## src/rtl/core_bus_arbiter_if.sv

```systemverilog
// -----------------------------------------------------------------------------
// core_bus_arbiter_if
// Bundles the signals around the core bus arbiter:
//   ibus : i_valid, i_addr           -> arbiter ; i_data_ok, i_rdata -> core
//   dbus : d_valid, d_addr, d_size,
//          d_strobe, d_wdata          -> arbiter ; d_data_ok, d_rdata -> core
//   mem  : m_valid, m_is_write, m_addr, m_size, m_strobe, m_wdata -> memory
//          m_ready, m_rdata           -> arbiter
// Modport 'slave' is the arbiter's view. Modport 'master' is the view of the
// surrounding core and memory model, which drive the requests and responses.
// -----------------------------------------------------------------------------
interface core_bus_arbiter_if;
  logic        i_valid;
  logic [63:0] i_addr;
  logic        i_data_ok;
  logic [31:0] i_rdata;

  logic        d_valid;
  logic [63:0] d_addr;
  logic [2:0]  d_size;
  logic [7:0]  d_strobe;
  logic [63:0] d_wdata;
  logic        d_data_ok;
  logic [63:0] d_rdata;

  logic        m_valid;
  logic        m_is_write;
  logic [63:0] m_addr;
  logic [2:0]  m_size;
  logic [7:0]  m_strobe;
  logic [63:0] m_wdata;
  logic        m_ready;
  logic [63:0] m_rdata;

  modport slave (
    input  i_valid, i_addr,
    output i_data_ok, i_rdata,
    input  d_valid, d_addr, d_size, d_strobe, d_wdata,
    output d_data_ok, d_rdata,
    output m_valid, m_is_write, m_addr, m_size, m_strobe, m_wdata,
    input  m_ready, m_rdata
  );

  modport master (
    output i_valid, i_addr,
    input  i_data_ok, i_rdata,
    output d_valid, d_addr, d_size, d_strobe, d_wdata,
    input  d_data_ok, d_rdata,
    input  m_valid, m_is_write, m_addr, m_size, m_strobe, m_wdata,
    output m_ready, m_rdata
  );
endinterface

```

## src/rtl/core_bus_arbiter.sv

```systemverilog
// -----------------------------------------------------------------------------
// core_bus_arbiter
// Shares one downstream single-beat memory bus between the instruction-fetch
// port (ibus) and the data port (dbus). Ties are broken round-robin; every
// transaction runs IDLE -> BUSY -> DONE so at most one issues every 3 cycles.
// Ports:
//   clk    : rising-edge clock
//   reset  : asynchronous, active-low reset
//   bus    : core_bus_arbiter_if.slave (ibus, dbus and memory-side signals)
// Parameter:
//   DATA_FIRST : 1 = dbus wins the first tie after reset, 0 = ibus does.
// All outputs come straight from flops.
// -----------------------------------------------------------------------------
module core_bus_arbiter #(
  parameter bit DATA_FIRST = 1'b1
) (
  input  logic                clk,
  input  logic                reset,
  core_bus_arbiter_if.slave   bus
);

  typedef enum logic [1:0] {
    ST_IDLE = 2'd0,
    ST_BUSY = 2'd1,
    ST_DONE = 2'd2
  } state_e;

  localparam logic OWN_IBUS = 1'b0;
  localparam logic OWN_DBUS = 1'b1;
  // 'last' starts on the port that should lose the first tie.
  localparam logic LAST_RST = DATA_FIRST ? OWN_IBUS : OWN_DBUS;

  // Picks the 32-bit instruction out of the 64-bit beat.
  function automatic logic [31:0] ibus_word(input logic [63:0] beat, input logic hi);
    logic [31:0] word;
    if (hi) begin
      word = beat[63:32];
    end else begin
      word = beat[31:0];
    end
    return word;
  endfunction

  state_e      state_q, state_d;
  logic        last_q, last_d;
  logic        owner_q, owner_d;
  logic        m_valid_q, m_valid_d;
  logic        m_is_write_q, m_is_write_d;
  logic [63:0] m_addr_q, m_addr_d;
  logic [2:0]  m_size_q, m_size_d;
  logic [7:0]  m_strobe_q, m_strobe_d;
  logic [63:0] m_wdata_q, m_wdata_d;
  logic        i_data_ok_q, i_data_ok_d;
  logic        d_data_ok_q, d_data_ok_d;
  logic [31:0] i_rdata_q, i_rdata_d;
  logic [63:0] d_rdata_q, d_rdata_d;
  logic        grant_dbus_s;

  // Next-state, grant selection and output register inputs.
  always_comb begin
    state_d      = state_q;
    last_d       = last_q;
    owner_d      = owner_q;
    m_valid_d    = 1'b0;
    m_is_write_d = m_is_write_q;
    m_addr_d     = m_addr_q;
    m_size_d     = m_size_q;
    m_strobe_d   = m_strobe_q;
    m_wdata_d    = m_wdata_q;
    i_data_ok_d  = 1'b0;
    d_data_ok_d  = 1'b0;
    i_rdata_d    = i_rdata_q;
    d_rdata_d    = d_rdata_q;
    // dbus wins when it is alone, or on a tie when ibus was served last.
    grant_dbus_s = bus.d_valid & (~bus.i_valid | (last_q == OWN_IBUS));

    case (state_q)
      ST_IDLE: begin
        if (bus.i_valid | bus.d_valid) begin
          state_d   = ST_BUSY;
          m_valid_d = 1'b1;
          owner_d   = grant_dbus_s;
          last_d    = grant_dbus_s;
          if (grant_dbus_s) begin
            m_addr_d     = bus.d_addr;
            m_size_d     = bus.d_size;
            m_strobe_d   = bus.d_strobe;
            m_wdata_d    = bus.d_wdata;
            m_is_write_d = |bus.d_strobe;
          end else begin
            m_addr_d     = bus.i_addr;
            m_size_d     = 3'd2;
            m_strobe_d   = 8'h00;
            m_wdata_d    = 64'd0;
            m_is_write_d = 1'b0;
          end
        end else begin
          state_d = ST_IDLE;
        end
      end
      ST_BUSY: begin
        // Request fields are frozen here; core-side inputs are not looked at.
        if (bus.m_ready) begin
          state_d = ST_DONE;
          if (owner_q == OWN_DBUS) begin
            d_data_ok_d = 1'b1;
            d_rdata_d   = bus.m_rdata;
          end else begin
            i_data_ok_d = 1'b1;
            i_rdata_d   = ibus_word(bus.m_rdata, m_addr_q[2]);
          end
        end else begin
          m_valid_d = 1'b1;
        end
      end
      ST_DONE: begin
        // No arbitration here: the owner's valid is still high this cycle.
        state_d = ST_IDLE;
      end
      default: begin
        state_d = ST_IDLE;
      end
    endcase
  end

  // State and output registers, cleared immediately by reset.
  always_ff @(posedge clk or negedge reset) begin
    if (!reset) begin
      state_q      <= ST_IDLE;
      last_q       <= LAST_RST;
      owner_q      <= OWN_IBUS;
      m_valid_q    <= 1'b0;
      m_is_write_q <= 1'b0;
      m_addr_q     <= 64'd0;
      m_size_q     <= 3'd0;
      m_strobe_q   <= 8'h00;
      m_wdata_q    <= 64'd0;
      i_data_ok_q  <= 1'b0;
      d_data_ok_q  <= 1'b0;
      i_rdata_q    <= 32'd0;
      d_rdata_q    <= 64'd0;
    end else begin
      state_q      <= state_d;
      last_q       <= last_d;
      owner_q      <= owner_d;
      m_valid_q    <= m_valid_d;
      m_is_write_q <= m_is_write_d;
      m_addr_q     <= m_addr_d;
      m_size_q     <= m_size_d;
      m_strobe_q   <= m_strobe_d;
      m_wdata_q    <= m_wdata_d;
      i_data_ok_q  <= i_data_ok_d;
      d_data_ok_q  <= d_data_ok_d;
      i_rdata_q    <= i_rdata_d;
      d_rdata_q    <= d_rdata_d;
    end
  end

  assign bus.m_valid    = m_valid_q;
  assign bus.m_is_write = m_is_write_q;
  assign bus.m_addr     = m_addr_q;
  assign bus.m_size     = m_size_q;
  assign bus.m_strobe   = m_strobe_q;
  assign bus.m_wdata    = m_wdata_q;
  assign bus.i_data_ok  = i_data_ok_q;
  assign bus.i_rdata    = i_rdata_q;
  assign bus.d_data_ok  = d_data_ok_q;
  assign bus.d_rdata    = d_rdata_q;

endmodule

```

## src/flat_wrapper.sv

```systemverilog
// flat-port wrapper written by rule: the top's interface ports become plain ports
module core_bus_arbiter_flat 
#(
  parameter bit DATA_FIRST = 1'b1
)
  (clk, reset, bus_i_valid, bus_i_addr, bus_i_data_ok, bus_i_rdata, bus_d_valid, bus_d_addr, bus_d_size, bus_d_strobe, bus_d_wdata, bus_d_data_ok, bus_d_rdata, bus_m_valid, bus_m_is_write, bus_m_addr, bus_m_size, bus_m_strobe, bus_m_wdata, bus_m_ready, bus_m_rdata);
  core_bus_arbiter_if bus_i ();
  input  logic clk;
  input  logic reset;
  input wire logic [$bits(bus_i.i_valid)-1:0] bus_i_valid;
  input wire logic [$bits(bus_i.i_addr)-1:0] bus_i_addr;
  output wire logic [$bits(bus_i.i_data_ok)-1:0] bus_i_data_ok;
  output wire logic [$bits(bus_i.i_rdata)-1:0] bus_i_rdata;
  input wire logic [$bits(bus_i.d_valid)-1:0] bus_d_valid;
  input wire logic [$bits(bus_i.d_addr)-1:0] bus_d_addr;
  input wire logic [$bits(bus_i.d_size)-1:0] bus_d_size;
  input wire logic [$bits(bus_i.d_strobe)-1:0] bus_d_strobe;
  input wire logic [$bits(bus_i.d_wdata)-1:0] bus_d_wdata;
  output wire logic [$bits(bus_i.d_data_ok)-1:0] bus_d_data_ok;
  output wire logic [$bits(bus_i.d_rdata)-1:0] bus_d_rdata;
  output wire logic [$bits(bus_i.m_valid)-1:0] bus_m_valid;
  output wire logic [$bits(bus_i.m_is_write)-1:0] bus_m_is_write;
  output wire logic [$bits(bus_i.m_addr)-1:0] bus_m_addr;
  output wire logic [$bits(bus_i.m_size)-1:0] bus_m_size;
  output wire logic [$bits(bus_i.m_strobe)-1:0] bus_m_strobe;
  output wire logic [$bits(bus_i.m_wdata)-1:0] bus_m_wdata;
  input wire logic [$bits(bus_i.m_ready)-1:0] bus_m_ready;
  input wire logic [$bits(bus_i.m_rdata)-1:0] bus_m_rdata;
  assign bus_i.i_valid = bus_i_valid;
  assign bus_i.i_addr = bus_i_addr;
  assign bus_i_data_ok = bus_i.i_data_ok;
  assign bus_i_rdata = bus_i.i_rdata;
  assign bus_i.d_valid = bus_d_valid;
  assign bus_i.d_addr = bus_d_addr;
  assign bus_i.d_size = bus_d_size;
  assign bus_i.d_strobe = bus_d_strobe;
  assign bus_i.d_wdata = bus_d_wdata;
  assign bus_d_data_ok = bus_i.d_data_ok;
  assign bus_d_rdata = bus_i.d_rdata;
  assign bus_m_valid = bus_i.m_valid;
  assign bus_m_is_write = bus_i.m_is_write;
  assign bus_m_addr = bus_i.m_addr;
  assign bus_m_size = bus_i.m_size;
  assign bus_m_strobe = bus_i.m_strobe;
  assign bus_m_wdata = bus_i.m_wdata;
  assign bus_i.m_ready = bus_m_ready;
  assign bus_i.m_rdata = bus_m_rdata;
  core_bus_arbiter #(.DATA_FIRST(DATA_FIRST)) u_core (.clk(clk), .reset(reset), .bus(bus_i));
endmodule
```

## config.mk

```make
export PLATFORM = sky130hd
export DESIGN_NAME = core_bus_arbiter_flat
export DESIGN_NICKNAME = d
export VERILOG_FILES = /design/src/rtl/core_bus_arbiter_if.sv /design/src/rtl/core_bus_arbiter.sv /design/src/flat_wrapper.sv
export SDC_FILE = /design/constraint.sdc
export NUM_CORES = 1
export LEC_CHECK = 0
export ABC_CLOCK_PERIOD_IN_PS = 2120
export CAP_MARGIN = 10
export CORE_AREA = 3 3 198 200
export CTS_CLUSTER_DIAMETER = 150
export DETAILED_ROUTE_END_ITERATION = 7
export DIE_AREA = 0 0 201 203
export GPL_ROUTABILITY_DRIVEN = 0
export PLACE_DENSITY = 0.59
export SYNTH_ARGS = -nofsm -noshare
export SYNTH_HDL_FRONTEND = slang
export SYNTH_SLANG_ARGS = --single-unit
```

## constraint.sdc

```tcl
create_clock -name clk -period 2.12 [get_ports clk]
set_input_delay 0.318 -clock clk [delete_from_list [all_inputs] [get_ports clk]]
set_output_delay 0.318 -clock clk [all_outputs]
set_load 0.05 [all_outputs]
```

After elaboration in Yosys (flattened, before gate mapping). Cells that the tools add are included.

Equal/unequal tests: 2. Muxes and demuxes: 18. Bitwise gates (word level): 5. Reduce and logical (&&, ||, !) cells: 5.

Operator list (count): two-way mux 64 bit (2); two-way mux 32 bit (1); two-way mux 1 bit (10); two-way mux 8 bit (1); OR reduction 8 bit (1); AND reduction 3 bit (2); case mux 2 bit (2 select lines) (1); two-way mux 3 bit (1); == test 2 x 1 -> 1 bit, second input constant (1); logical NOT 2 bit (1); two-way mux 2 bit (1); inequality test 2 bit, second input constant (1); NOT 1 bit (2); bitwise OR 1 bit (2); case mux 1 bit (2 select lines) (1); AND reduction 2 bit (1); AND 1 bit (1).

Register bits: 242. Bits of input ports: 272. Word-level logic and storage cells: 42.

Logic depth before layout (Yosys ltp). Gate-level depths: netlist of the first run.

Depth after elaboration: 4. Mapped depth: 5. Depth with buffers taken out: 3.

Worst setup path after synthesis of the first run. OpenSTA, ideal clock, no wires.

Path kind: reg2reg. Start point: reg u_core.m_addr_q[2] (netlist: u_core.bus.m_addr[2]). End point: reg u_core.i_rdata_q[22] (netlist: u_core.bus.i_rdata[22]). Arrival: 1591 ps. Required time: 1994 ps. Setup slack: 403 ps. Stages on the path, launching flop included: 5. Path buffers: 2. Path through: dfrtp_1 buf_2 buf_1 mux2i_1 a21oi_1.

Cells in the longest elaborated chain, start to end: 1.

RTL lines: start, declared (RTL line core_bus_arbiter.sv:49) `logic [63:0] m_addr_q, m_addr_d;`; start signal, assigned (RTL line core_bus_arbiter.sv:148) `m_addr_q <= m_addr_d;`; two-way mux 32 bit (RTL line core_bus_arbiter.sv:36) `if (hi) begin`; end signal, assigned (RTL line core_bus_arbiter.sv:154) `i_rdata_q <= i_rdata_d;`; end, declared (RTL line core_bus_arbiter.sv:55) `logic [31:0] i_rdata_q, i_rdata_d;`.

No other way between the ends. A chain may end at the register's enable or synchronous reset.

Worst setup path in the final report of the first run.
Start point: reg u_core.m_strobe_q[7] (netlist: u_core.bus.m_strobe[7]). End point: out bus_m_strobe[7].

RTL lines: start, declared (RTL line core_bus_arbiter.sv:51) `logic [7:0] m_strobe_q, m_strobe_d;`; start signal, assigned (RTL line core_bus_arbiter.sv:150) `m_strobe_q <= m_strobe_d;`; end, declared (RTL line flat_wrapper.sv:25) `output wire logic [$bits(bus_i.m_strobe)-1:0] bus_m_strobe;`.

No word-level cell between the ends.

==> results of run 1 <==
-- synthesized netlist by cell type (all sizes together) --
cell type	instances	area (sq um)
nand2	2	7.510
a21oi	32	160.2
a21bo	1	10.01
nor2	33	123.9
mux2i	32	320.3
and3b	1	8.760
nor4	2	12.51
dfrtp	242	6056
a22o	75	656.9
mux2	192	2162
nor3	1	10.01
a2bb2oi	1	8.760
buf	36	220.2
o21ai	3	15.01
inv	2	7.510
a21o	1	7.510
o21a	1	7.510
nor4bb	1	10.01
clkbuf	12	45.04
nand2b	1	6.260
-- flip-flops by register name, summed over array words and instances, names as in the netlist --
| name | count |
|---|---|
| u_core.last_q | 1 |
| u_core.bus.m_size | 3 |
| u_core.bus.d_data_ok | 1 |
| u_core.state_q | 2 |
| u_core.bus.m_wdata | 64 |
| u_core.bus.i_rdata | 32 |
| u_core.bus.d_rdata | 64 |
| u_core.bus.m_strobe | 8 |
| u_core.bus.i_data_ok | 1 |
| u_core.bus.m_is_write | 1 |
| u_core.bus.m_valid | 1 |
| u_core.bus.m_addr | 64 |
-- final cells by class --
class                           count  area [sq um]  share of cell area
Multi-Input combinational cell    379          3563              0.2124
Clock buffer                       42         834.6             0.04974
Sequential cell                   242          6057              0.3610
Tap cell                          511         639.4             0.03811
Timing Repair Buffer              539          5470              0.3260
Clock inverter                     10         206.4             0.01230
Inverter                            2         7.507           0.0004474
-- metal layers --
layer / wire [um] / track usage / vias up / share of wire
li1: - / - / 3487 / -
met1: 13020 / 0.1865 / 3668 / 0.39
met2: 16550 / 0.2734 / 323 / 0.50
met3: 2665 / 0.04826 / 59 / 0.080
met4: 1067 / 0.04567 / 2 / 0.032
met5: 7 / 0 / - / 0.00021
-- power groups by stage --
stage	clock network [mW]	registers, mW	logic [mW]
after global routing	5.73	8.56	19.1
after detailed placement	0	8.30	18.6
after floorplan	0	16.3	3.79
after global placement	0	8.26	18.6
final	5.37	8.26	18.4
after CTS	5.57	8.29	18.6
-- worst max-delay path by stage --
| stage | startpoint | end | slack (ns) | cells past startpoint |
|---|---|---|---|---|
| after floorplan | u_core.bus.m_addr[2] | u_core.bus.i_rdata[22] | 0.40 | 4 |
| after global placement | bus_i_valid | u_core.bus.m_addr[36] | 0.06 | 5 |
| after detailed placement | bus_d_valid | u_core.bus.m_addr[24] | 0.05 | 5 |
| after CTS | u_core.bus.i_rdata[8] | bus_i_rdata[8] | 0.001 | 1 |
| after global routing | u_core.bus.m_wdata[49] | bus_m_wdata[49] | 0.002 | 1 |
| final | u_core.bus.m_strobe[7] | bus_m_strobe[7] | 0.06 | 1 |
-- kinds of logic (layout without fill, tap and decap cells) --
group           count (synthesis)  in the layout  share of synthesized area
buf+inv                        50            593                    0.02768
simple gates                   41             41                    0.01815
compound gates                114            114                    0.08785
mux                           224            224                     0.2519
flops                         242            242                     0.6144
-- per-stage QoR --
stage	power [mW]	util
6_report	32.02	0.4465
5_1_grt	33.39	0.4465
4_1_cts	32.48	0.4455
3_5_place_dp	26.94	0.4177
3_3_place_gp	26.82	0.4177
2_1_floorplan	20.06	-
-- timing repair --
action	4_1_cts	5_1_grt
gates resized for setup	6	15
endpoints found under the hold margin	37	0
cloned	0	0
hold buffers	1	0
endpoints found under the setup margin	6	15
==> impl_metrics.toml, run 1 <==
[logic_synthesis]
synthCells = 671
syn-cell-area_sq_mm = 0.009856
ys_seq_elements = 242
yosysWarnings = 0
synth_fp_nets = 943
ys_types = 24
seq_area_frac_synth = 0.6144
syn_avg_cell_area_sq_um = 14.69

[clock_tree]
clk_pin_slew_worst_paths_ns = 0.06
root_buffer = "clkbuf_16"
clkSinkCount = 242
htreeDepth = 1
cts_buffer_depth = 3
cts_setup_buffers = 0
cts_buffers = 28
clock_latency_ns = 0.54
cts_tree = "yes"

[pwr]
pwr-share-comb = 0.574
max-vdd-ir-drop_mv = 1.056
p_seq_frac = 0.258
power_frac_clock = 0.168
powerDensity_mw_per_mm2 = 1909
p_sw_mw = 14.89
p_int_mw = 17.13
leakagePower_nw = 7.184
swShare = 0.4651

[routing]
vias = 7539
wl_per_cell_um = 19.31
wirelength_mm = 33.31
avgViaCountPerCell = 4.370
drt_iter0_markers = 248
drc = 0
drt-pass1-iter-count = 4
antenna_left = 0

[global_routing]
antenna_found_initial = 1
grt_pass1_vias = 8210
grt_max_degree = 79
grt-ovfl-total = 0
grt_pass1_wl_mm = 50.66
grt_usage = 0.1567

[job]
maxCapViolCount = 0

[sta]
slew_headroom = 0.5555
rsz0062_at_grt = "no"
worst_slack_ns = 0.05738
fin_worst_skew_ns = 0.01917
max_freq_ghz = 0.4848
finalHoldViolCount = 0
maxSlewViolCount = 0
fin_crit_sh = 0.9729
finalSetupViolations = 0
whs_ns = 0.3008
fin_tns_setup_ns = 0
fin_crit_ns = 2.063
tightestPinTransition_ns = 0.6668

[outcome]
status = "completed"

[floorplanning]
core.rowCount = 71
die-area_sq_mm = 0.04080
coreArea_sq_mm = 0.03758
fp.dieH_um = 203
initial_core_util = 0.2623
ios = 511
die_w_um = 201

[setup_path]
cp.required_ns = 1.80
cp_data_arrival_time_ns = 1.74
rr_endpoint = "u_core.bus.m_addr[10]"
crit_path_cell_trace = "clkdlybuf4s50_1"
critPathKind = "reg2out"
critical_path.top_delay_family = "buffers and inverters"
cp-start-kind = "flop"
critical_path.slowest_cell = "clkdlybuf4s50_1"
cpPeakStageDelay_ns = 0.84
r2r-start = "u_core.last_q"
critPathBufInv = 1
endpoint_kind = "output port"
r2r_cells = 4
ff2ff_setup_slack_ns = 0.34
critPathMaxFanout = 2

[min_path]
hp-class = "in2async"

[place]
dp_hpwl_mm = 25.00
place_ws_ns = 0.05437
dpl-instance-area_sq_mm = 0.01570
dpl.cell_count = 1672
portBuffers = 510

[finish]
drive_above_1_share = 0.1763
final_common_cell = "clkdlybuf4s50_1"
antenna-diode-count = 0
final_cell_mix = "clkdlybuf4s50_1, dfrtp_1, mux2_2"
fillers = 3506
final_area_sq_mm = 0.01678
nets = 1464
final_cells = 1725
area_delta_synth_final_pct = 70.24
(Power assumes the default switching activity.)
==> run 2: changes to the inputs <==
--- a/config.mk
+++ b/config.mk
@@ -6,12 +6,12 @@
 export NUM_CORES = 1
 export LEC_CHECK = 0
 export ABC_CLOCK_PERIOD_IN_PS = 2120
-export CAP_MARGIN = 10
 export CORE_AREA = 3 3 198 200
 export CTS_CLUSTER_DIAMETER = 150
 export DETAILED_ROUTE_END_ITERATION = 7
 export DIE_AREA = 0 0 201 203
 export GPL_ROUTABILITY_DRIVEN = 0
+export HOLD_SLACK_MARGIN = 0.03
 export PLACE_DENSITY = 0.59
 export SYNTH_ARGS = -nofsm -noshare
 export SYNTH_HDL_FRONTEND = slang
==> results of run 2 <==
No change in the layout: final DEF, timing and power equal those of run 1.
==> run 3: changes to the inputs <==
--- a/config.mk
+++ b/config.mk
@@ -12,7 +12,7 @@
 export DIE_AREA = 0 0 201 203
 export GPL_ROUTABILITY_DRIVEN = 0
 export HOLD_SLACK_MARGIN = 0.03
-export PLACE_DENSITY = 0.59
+export PLACE_DENSITY_LB_ADDON = 0.12
 export SYNTH_ARGS = -nofsm -noshare
 export SYNTH_HDL_FRONTEND = slang
 export SYNTH_SLANG_ARGS = --single-unit
==> impl_metrics.toml, run 3 (same netlist as run 1, synthesis figures left out) <==
[finish]
fillers = 3509
final_cells = 1729
nets = 1466
drive_above_1_share = 0.1776
area_delta_synth_final_pct = 69.96
final_area_sq_mm = 0.01675
final_cell_mix = "clkdlybuf4s50_1, dfrtp_1, mux2_2"
fin_util = 0.4458
final_common_cell = "clkdlybuf4s50_1"

[sta]
whs_ns = 0.2812
rsz0062_at_grt = "no"
fin_worst_skew_ns = 0.01014
finalSetupViolations = 0
fin_crit_ns = 2.076
finalHoldViolCount = 0
max_freq_ghz = 0.4817
tightestPinTransition_ns = 0.6649
fin_crit_sh = 0.9793
maxSlewViolCount = 0
slew_headroom = 0.5567

[setup_path]
endpoint_kind = "output port"
critical_path.slowest_cell = "clkdlybuf4s50_1"
cp-start-kind = "flop"
cp_data_arrival_time_ns = 1.76
cp.required_ns = 1.80
crit_path_cell_trace = "clkdlybuf4s50_1"
cpPeakStageDelay_ns = 0.88
critPathKind = "reg2out"
critical_path.top_delay_family = "buffers and inverters"
critPathMaxFanout = 2
critPathBufInv = 1

[routing]
wl_per_cell_um = 19.97
drt-pass1-iter-count = 4
wl_met3_mm = 3.012
drt_iter0_markers = 214
drt-met1-wl_mm = 13.33
avgViaCountPerCell = 4.345
antenna_left = 0
top_layer = "met4"
vias = 7512
drc = 0
wl_met2_mm = 17.45
wirelength_mm = 34.52

[pwr]
powerDensity_mw_per_mm2 = 1888
power_frac_clock = 0.155
p_int_mw = 16.65
leakagePower_nw = 7.222
swShare = 0.4734
max-vdd-ir-drop_mv = 1.053
pwr-share-comb = 0.584
p_sw_mw = 14.97
total_power_mw = 31.63
p_seq_frac = 0.261

[place]
dpl.cell_count = 1674
dp_hpwl_mm = 25.91
portBuffers = 510
dpl-instance-area_sq_mm = 0.01578

[clock_tree]
clock_latency_ns = 0.54
clkSinkCount = 242
cts_buffer_depth = 3
htreeDepth = 1
cts_tree = "yes"
root_buffer = "clkbuf_16"
cts_buffers = 28
clk_pin_slew_worst_paths_ns = 0.06

[global_routing]
grt_pass1_vias = 8218
grt-ovfl-total = 0
grt_pass1_wl_mm = 52.51
grt_max_degree = 79
grt_usage = 0.1651
antenna_found_initial = 2

[outcome]
status = "completed"

[floorplanning]
initial_core_util = 0.2623
die-area_sq_mm = 0.04080
die_w_um = 201
coreArea_sq_mm = 0.03758
core.rowCount = 71
ios = 511
fp.dieH_um = 203

[min_path]
hp-class = "in2async"

[job]
maxCapViolCount = 0
## run 3: cell types whose count changed in the layout (fill, tap and decap cells not counted), moves of 2 or more
cell	previous run	this run
diode_2	0	2
buf_4	20	17
dlymetal6s2s_1	15	17
clkdlybuf4s50_1	487	484
clkinv_2	2	10
buf_12	9	14
bufinv_16	6	3
clkbuf_8	6	2
## run 3: final timing paths
path	cells after the start	from	slack [ns]	endpoint
setup / recovery	1	u_core.bus.i_rdata[3]	0.04	bus_i_rdata[3]
hold / removal	2	reset	0.28	u_core.bus.d_rdata[40]
setup reg to reg	5	u_core.last_q	0.32	u_core.bus.m_wdata[37]
hold reg to reg	1	u_core.bus.d_rdata[39]	0.50	u_core.bus.d_rdata[39]
max in group asynchronous	3	reset	1.21	u_core.bus.m_wdata[51]
min in group clk	3	bus_d_size[1]	0.32	u_core.bus.m_size[1]
## run 3: area by class of cell
type,count,area (sq um),area share
clock buffer,38,779.5,0.04653
clock inverter,14,147.6,0.008814
antenna,2,5.005,0.0002988
inverter,2,7.507,0.0004482
sequential,242,6057,0.3616
multi-input combinational,379,3563,0.2127
tap,511,639.4,0.03817
timing repair buffer,541,5552,0.3314
## run 3: power by group through the flow
stage,clock [mW],combinational [mW],sequential [mW]
CTS,5.08,18.7,8.30
floorplan,0,3.79,16.3
finish,4.89,18.5,8.27
global route,5.28,19.2,8.57
detailed placement,0,18.8,8.27
global placement,0,18.7,8.28
## run 3: routing by layer
layer | vias to the layer above | track usage
li1 | 3493 | -
met1 | 3670 | 0.1936
met2 | 309 | 0.2883
met3 | 40 | 0.05804
met4 | 0 | 0.04316
met5 | - | 0
## run 3: repair_timing
action                                  4_1_cts  5_1_grt
resized for setup                             7       17
pin swaps                                     0        0
setup buffers                                 0        0
hold buffers                                  1        0
endpoints found under the setup margin        7       17
hold endpoints to repair                     40        0
## run 3: metrics by stage
stage          TNS (ns)  setup slack (ns)
6_report              0           0.04393
3_5_place_dp   -0.01400          -0.01288
5_1_grt               0         0.0002597
2_1_floorplan         0            0.4034
4_1_cts               0          0.001578
3_3_place_gp          0           0.02814
